<file path="config.mk">
export PLATFORM = sky130hd
export DESIGN_NAME = pc_unit_flat
export DESIGN_NICKNAME = d
export VERILOG_FILES = /design/src/rtl/pc_unit_if.sv /design/src/rtl/pc_unit.sv /design/src/flat_wrapper.sv
export SDC_FILE = /design/constraint.sdc
export NUM_CORES = 1
export LEC_CHECK = 0
export ABC_AREA = 1
export CAP_MARGIN = 40
export CORE_MARGIN = 5
export CORE_UTILIZATION = 44
export CTS_CLUSTER_DIAMETER = 30
export DETAILED_ROUTE_END_ITERATION = 16
export HOLD_SLACK_MARGIN = 0.12
export MAX_ROUTING_LAYER = met4
export PLACE_DENSITY = 0.8
export SLEW_MARGIN = 25
export SYNTH_ARGS = -nofsm -noshare
export SYNTH_HDL_FRONTEND = slang
export SYNTH_SLANG_ARGS = --single-unit
</file>
<file path="constraint.sdc">
create_clock -name clk -period 1.5 [get_ports clk]
set_input_delay 0.15 -clock clk [delete_from_list [all_inputs] [get_ports clk]]
set_output_delay 0.15 -clock clk [all_outputs]
set_load 0.1 [all_outputs]
</file>
<file path="src/rtl/pc_unit_if.sv">
// pc_unit_if: next-PC select, redirect controls and PC/EPC/status outputs
// shared between the PC stage and its upstream/downstream neighbours.
interface pc_unit_if;
    logic        stall;
    logic [1:0]  pcsource;
    logic [31:0] pcplus4;
    logic [31:0] bpc;
    logic [31:0] rpc;
    logic [31:0] jpc;
    logic        trap;
    logic        eret;
    logic        halt;
    logic [31:0] pc;
    logic [31:0] epc;
    logic        running;
    logic [31:0] icount;
    logic        fault;

    // Driver side: fetch/decode/control feeding the PC stage
    modport master (
        output stall, pcsource, pcplus4, bpc, rpc, jpc, trap, eret, halt,
        input  pc, epc, running, icount, fault
    );

    // PC stage side
    modport slave (
        input  stall, pcsource, pcplus4, bpc, rpc, jpc, trap, eret, halt,
        output pc, epc, running, icount, fault
    );
endinterface

</file>
<file path="src/rtl/pc_unit.sv">
// pc_unit: program-counter stage. Holds PC/EPC, selects the next PC from
// fetch/decode targets, handles stall, trap/eret redirection, halt and an
// advance counter.
// Optional feature macro: PC_ALIGN_CHECK_EN -- when defined, a misaligned
// advance target redirects to TRAP_VEC and pulses fault; when undefined the
// target's low two bits are cleared before loading pc.
module pc_unit #(
    parameter logic [31:0] RESET_PC = 32'h00000000,
    parameter logic [31:0] TRAP_VEC = 32'h00000008
) (
    input  logic       clk,
    input  logic       resetn,
    pc_unit_if.slave   bus
);
    typedef enum logic [1:0] {
        S_BOOT = 2'd0,
        S_RUN  = 2'd1,
        S_HALT = 2'd2
    } state_t;

    state_t      r_state;
    logic [31:0] r_pc;
    logic [31:0] r_epc;
    logic [31:0] r_icount;
    logic        r_running;
    logic        r_fault;

    state_t      w_state_nxt;
    logic [31:0] w_pc_nxt;
    logic [31:0] w_epc_nxt;
    logic [31:0] w_icount_nxt;
    logic        w_fault_nxt;
    logic [31:0] w_sel;
    logic [31:0] w_dest;
    logic        w_adv;

    // Next-PC source multiplexer
    always_comb begin
        w_sel = bus.pcplus4;
        case (bus.pcsource)
            2'b00:   w_sel = bus.pcplus4;
            2'b01:   w_sel = bus.bpc;
            2'b10:   w_sel = bus.rpc;
            default: w_sel = bus.jpc;
        endcase
    end

    // Next-state and next-register computation (priority: trap, eret, halt, stall)
    always_comb begin
        w_state_nxt  = r_state;
        w_pc_nxt     = r_pc;
        w_epc_nxt    = r_epc;
        w_icount_nxt = r_icount;
        w_fault_nxt  = 1'b0;
        w_adv        = 1'b0;
        w_dest       = r_pc;

        case (r_state)
            S_BOOT: begin
                w_pc_nxt    = RESET_PC;
                w_state_nxt = S_RUN;
            end
            S_RUN: begin
                if (bus.trap) begin
                    w_epc_nxt    = r_pc;
                    w_pc_nxt     = TRAP_VEC;
                    w_icount_nxt = r_icount + 32'd1;
                end else if (bus.eret) begin
                    w_adv  = 1'b1;
                    w_dest = r_epc;
                end else if (bus.halt) begin
                    w_state_nxt = S_HALT;
                end else if (!bus.stall) begin
                    w_adv  = 1'b1;
                    w_dest = w_sel;
                end
            end
            default: begin
                w_state_nxt = S_HALT;
            end
        endcase

        if (w_adv) begin
            w_icount_nxt = r_icount + 32'd1;
`ifdef PC_ALIGN_CHECK_EN
            if (w_dest[1:0] != 2'b00) begin
                w_pc_nxt    = TRAP_VEC;
                w_epc_nxt   = r_pc;
                w_fault_nxt = 1'b1;
            end else begin
                w_pc_nxt = w_dest;
            end
`else
            w_pc_nxt = {w_dest[31:2], 2'b00};
`endif
        end
    end

    // State, PC, EPC, counter and status registers
    always_ff @(posedge clk or negedge resetn) begin
        if (!resetn) begin
            r_state   <= S_BOOT;
            r_pc      <= RESET_PC;
            r_epc     <= 32'h00000000;
            r_icount  <= 32'h00000000;
            r_running <= 1'b0;
            r_fault   <= 1'b0;
        end else begin
            r_state   <= w_state_nxt;
            r_pc      <= w_pc_nxt;
            r_epc     <= w_epc_nxt;
            r_icount  <= w_icount_nxt;
            r_running <= (w_state_nxt == S_RUN);
            r_fault   <= w_fault_nxt;
        end
    end

    assign bus.pc      = r_pc;
    assign bus.epc     = r_epc;
    assign bus.icount  = r_icount;
    assign bus.running = r_running;
    assign bus.fault   = r_fault;
endmodule

</file>
<file path="src/flat_wrapper.sv">
// flat-port wrapper written by rule: the top's interface ports become plain ports
module pc_unit_flat 
#(
    parameter logic [31:0] RESET_PC = 32'h00000000,
    parameter logic [31:0] TRAP_VEC = 32'h00000008
)
  (clk, resetn, bus_stall, bus_pcsource, bus_pcplus4, bus_bpc, bus_rpc, bus_jpc, bus_trap, bus_eret, bus_halt, bus_pc, bus_epc, bus_running, bus_icount, bus_fault);
  pc_unit_if bus_i ();
  input  logic clk;
  input  logic resetn;
  input wire logic [$bits(bus_i.stall)-1:0] bus_stall;
  input wire logic [$bits(bus_i.pcsource)-1:0] bus_pcsource;
  input wire logic [$bits(bus_i.pcplus4)-1:0] bus_pcplus4;
  input wire logic [$bits(bus_i.bpc)-1:0] bus_bpc;
  input wire logic [$bits(bus_i.rpc)-1:0] bus_rpc;
  input wire logic [$bits(bus_i.jpc)-1:0] bus_jpc;
  input wire logic [$bits(bus_i.trap)-1:0] bus_trap;
  input wire logic [$bits(bus_i.eret)-1:0] bus_eret;
  input wire logic [$bits(bus_i.halt)-1:0] bus_halt;
  output wire logic [$bits(bus_i.pc)-1:0] bus_pc;
  output wire logic [$bits(bus_i.epc)-1:0] bus_epc;
  output wire logic [$bits(bus_i.running)-1:0] bus_running;
  output wire logic [$bits(bus_i.icount)-1:0] bus_icount;
  output wire logic [$bits(bus_i.fault)-1:0] bus_fault;
  assign bus_i.stall = bus_stall;
  assign bus_i.pcsource = bus_pcsource;
  assign bus_i.pcplus4 = bus_pcplus4;
  assign bus_i.bpc = bus_bpc;
  assign bus_i.rpc = bus_rpc;
  assign bus_i.jpc = bus_jpc;
  assign bus_i.trap = bus_trap;
  assign bus_i.eret = bus_eret;
  assign bus_i.halt = bus_halt;
  assign bus_pc = bus_i.pc;
  assign bus_epc = bus_i.epc;
  assign bus_running = bus_i.running;
  assign bus_icount = bus_i.icount;
  assign bus_fault = bus_i.fault;
  pc_unit #(.RESET_PC(RESET_PC), .TRAP_VEC(TRAP_VEC)) u_core (.clk(clk), .resetn(resetn), .bus(bus_i));
endmodule
</file>
==> metrics.cfg <==
[run_status]
status=complete, no violations

[die]
rows=41
start_util_pct=44.87
die_h_um=123.2
io_pins=234
die_w_um=123.2
die_area_sq_um=15180
core_area_sq_um=12570

[setup_path]
critPathBufInv=0
critical_path_class=register to register
cp.arrival_ps=1680
crit_family=simple AND/OR/NAND/NOR gates
slowest_delay_ps=460
required_ps=1720
startpoint_type=register
path_cells=nand2_1 -> nor2_1 -> nand2_1 -> nor2_2 -> nand2_1 -> nand2_1 -> nand2_1 -> nand2_1 -> nand2_1
rrSetupSlack_ps=50
cp_common_cell=nand2_1
crit_slowest_cell=dfrtp_4
cp_max_fo=5
cp-end-kind=register

[finish]
layout_commonest_cell=nand2_1
layout-drive-gt1-share_pct=26.33
fin_nets=1185
diodes=0
final_cell_mix=316 x nand2_1, 126 x clkdlybuf4s50_1, 103 x buf_12, 67 x nor2_1, 64 x dfrtp_1
nFillCells=822
regArea_sq_um=2474
areaGrowthSynthToFinish_pct=74.42
multi_input_area_sq_um=3005

[clocking]
cts_buffers=9
clk_latency_ps=340
clk_pin_slew_ps=70
cts_root_buf=clkbuf_16
clock-sinks=95
cts_tree=done
ctsLongestPathBuffers=2
cts.htree.levels=3

[global_route]
gr-total-overflow=0
grt_usage_pct=28.26
grt_pass1_wl_mm=32.26
antenna_found_initial=0
grt_max_degree=39
grt_pass1_vias=6227

[timing]
setup_viol=0
skew_ps=9.064
hold_viol=0
drv_slew=0
holdWs_ps=256.3
fmax_mhz=688.8
fin_crit_sh_pct=96.79
rsz0062_at_grt=yes
fin_crit_ps=1452

[yosys]
synthesis.area_sq_um=5639
seq_area_frac_synth_pct=42.16
synth_top_area_cell=dfrtp_1
async_flop_share_pct=100.0
syn_inst=794
synth.area.top_cells=dfrtp_1 42%, nand2_1 22%, nor2_1 5.6%, nand3_1 4.6%, mux2_2 3.4%
synth_edf_count=0
avgSynthCellArea_sq_um=7.102
yosys_warnings=0
synth.distinct_cells=30
synth_ff_type=dfrtp_1
synth_top_area_share_pct=42.16
synth_seq_cells=95

[routing]
dr_total_vias=6264
ant_nets=0
totalWireLength_mm=20.66
first_pass_iters=5
drcViolationCount=0
post_drt_wl_per_cell_um=16.88
first_iter_violations=605
vias_per_cell=5.118

[power_and_ir_drop]
finalPower_mw=5.432
power.density_nw_per_um2=552.2
p_leak_nw=4.550
ir_drop_v=0.0004423

[flow_run]
maxCapViolCount=0

[hold_path]
hp-class=input port to asynchronous set/reset pin

[place]
hpwl_mm=16.08
place.gp.congestion=0.9382
io_buffers=220

==> repair_timing <==
item,in CTS,in global routing
pin swaps,0,11
setup buffers,0,9
endpoints found under the setup margin,1,21
endpoints found under the hold margin,95,0
gates resized for setup,1,35
hold buffers,1,0
==> metrics by stage <==
step                utilization, %  instance area, sq um  setup WS (ps)  instances  setup TNS, ps
floorplan                        -                  5773         -127.9        798         -563.4
global placement             74.59                  9375         -163.3       1199          -3999
detailed placement           74.59                  9375         -257.1       1199          -5581
CTS                          76.76                  9648          8.384       1215              0
global route                 78.26                  9836         -44.22       1224         -117.9
finish                       78.26                  9836          48.15       1224              0
==> logic make-up after synthesis <==
group                    after synthesis  share of synthesized area (%)
AND/OR/NAND/NOR                      499                          36.74
flip-flops                            95                          42.16
buffers and inverters                 89                          7.300
AO/OA/AOI/OAI                         76                          7.500
multiplexers                          17                          3.395
XOR/XNOR                              16                          2.618
adder cells (fa/ha/maj)                1                         0.2218
other                                  1                        0.06650
==> worst reg2reg max path, cell delays in order, from the launching register on <==
cell,delay [ps]
dfrtp_4,460
nand2_1,120
nor2_1,190
nand2_1,110
nor2_2,190
nand2_1,70
nand2_1,60
nand2_1,50
nand2_1,50
nand2_1,50
==> state kept, by name, summed over array words and instances, names as in the netlist <==
| signal | cells |
|---|---|
| u_core.bus.epc | 30 |
| u_core.bus.icount | 32 |
| u_core.bus.running | 1 |
| u_core.r_state | 2 |
| u_core.bus.pc | 30 |
==> synthesized netlist by cell type, types with 2 or more instances <==
| cell type | count |
|---|---|
| nand2_1 | 329 |
| dfrtp_1 | 95 |
| nor2_1 | 84 |
| nand3_1 | 52 |
| inv_1 | 47 |
| o21ai_0 | 23 |
| o21ai_1 | 21 |
| buf_2 | 19 |
| mux2_2 | 17 |
| o211ai_1 | 16 |
| a21oi_1 | 15 |
| xor2_1 | 12 |
| nor2_2 | 11 |
| buf_4 | 10 |
| clkbuf_1 | 7 |
| nand2_2 | 7 |
| nor2_4 | 7 |
| nor3_1 | 5 |
| inv_2 | 3 |
| xnor2_1 | 3 |
| buf_6 | 2 |
==> path summary, 6_finish.rpt <==
check,startpoint,endpoint,cells after the start
min in group clk,u_core.bus.icount[5],u_core.bus.icount[5],1
hold reg to reg,u_core.bus.icount[5],u_core.bus.icount[5],1
max in group asynchronous,resetn,u_core.bus.icount[7],3
setup reg to reg,u_core.bus.icount[20],u_core.bus.icount[28],9
setup / recovery,u_core.bus.icount[20],u_core.bus.icount[28],9
hold / removal,resetn,u_core.bus.icount[20],2
==> per-layer routing <==
metal / GRT usage [%] / vias to the layer above / part of all wire, %
met1: 32.88 / 2949 / 38
li1: - / 2999 / -
met5: - / - / 0
met3: 7.457 / 51 / 7.2
met2: 47.03 / 265 / 51
met4: 10.59 / 0 / 3.8
==> cell type report <==
class	count	area share [%]
Tap cell	172	2.188
Inverter	50	1.908
Sequential cell	95	25.15
Clock buffer	13	2.544
Timing Repair Buffer	278	37.55
Multi-Input combinational cell	614	30.56
Clock inverter	2	0.1018
==> power breakdown <==
group          switching [mW]  internal, mW  total (mW)  leakage (nW)
clock network           0.930          1.16        2.09         0.129
registers                   0          2.56        2.56          1.19
logic                   0.357         0.426       0.783          3.23
(Power assumes the default switching activity.)
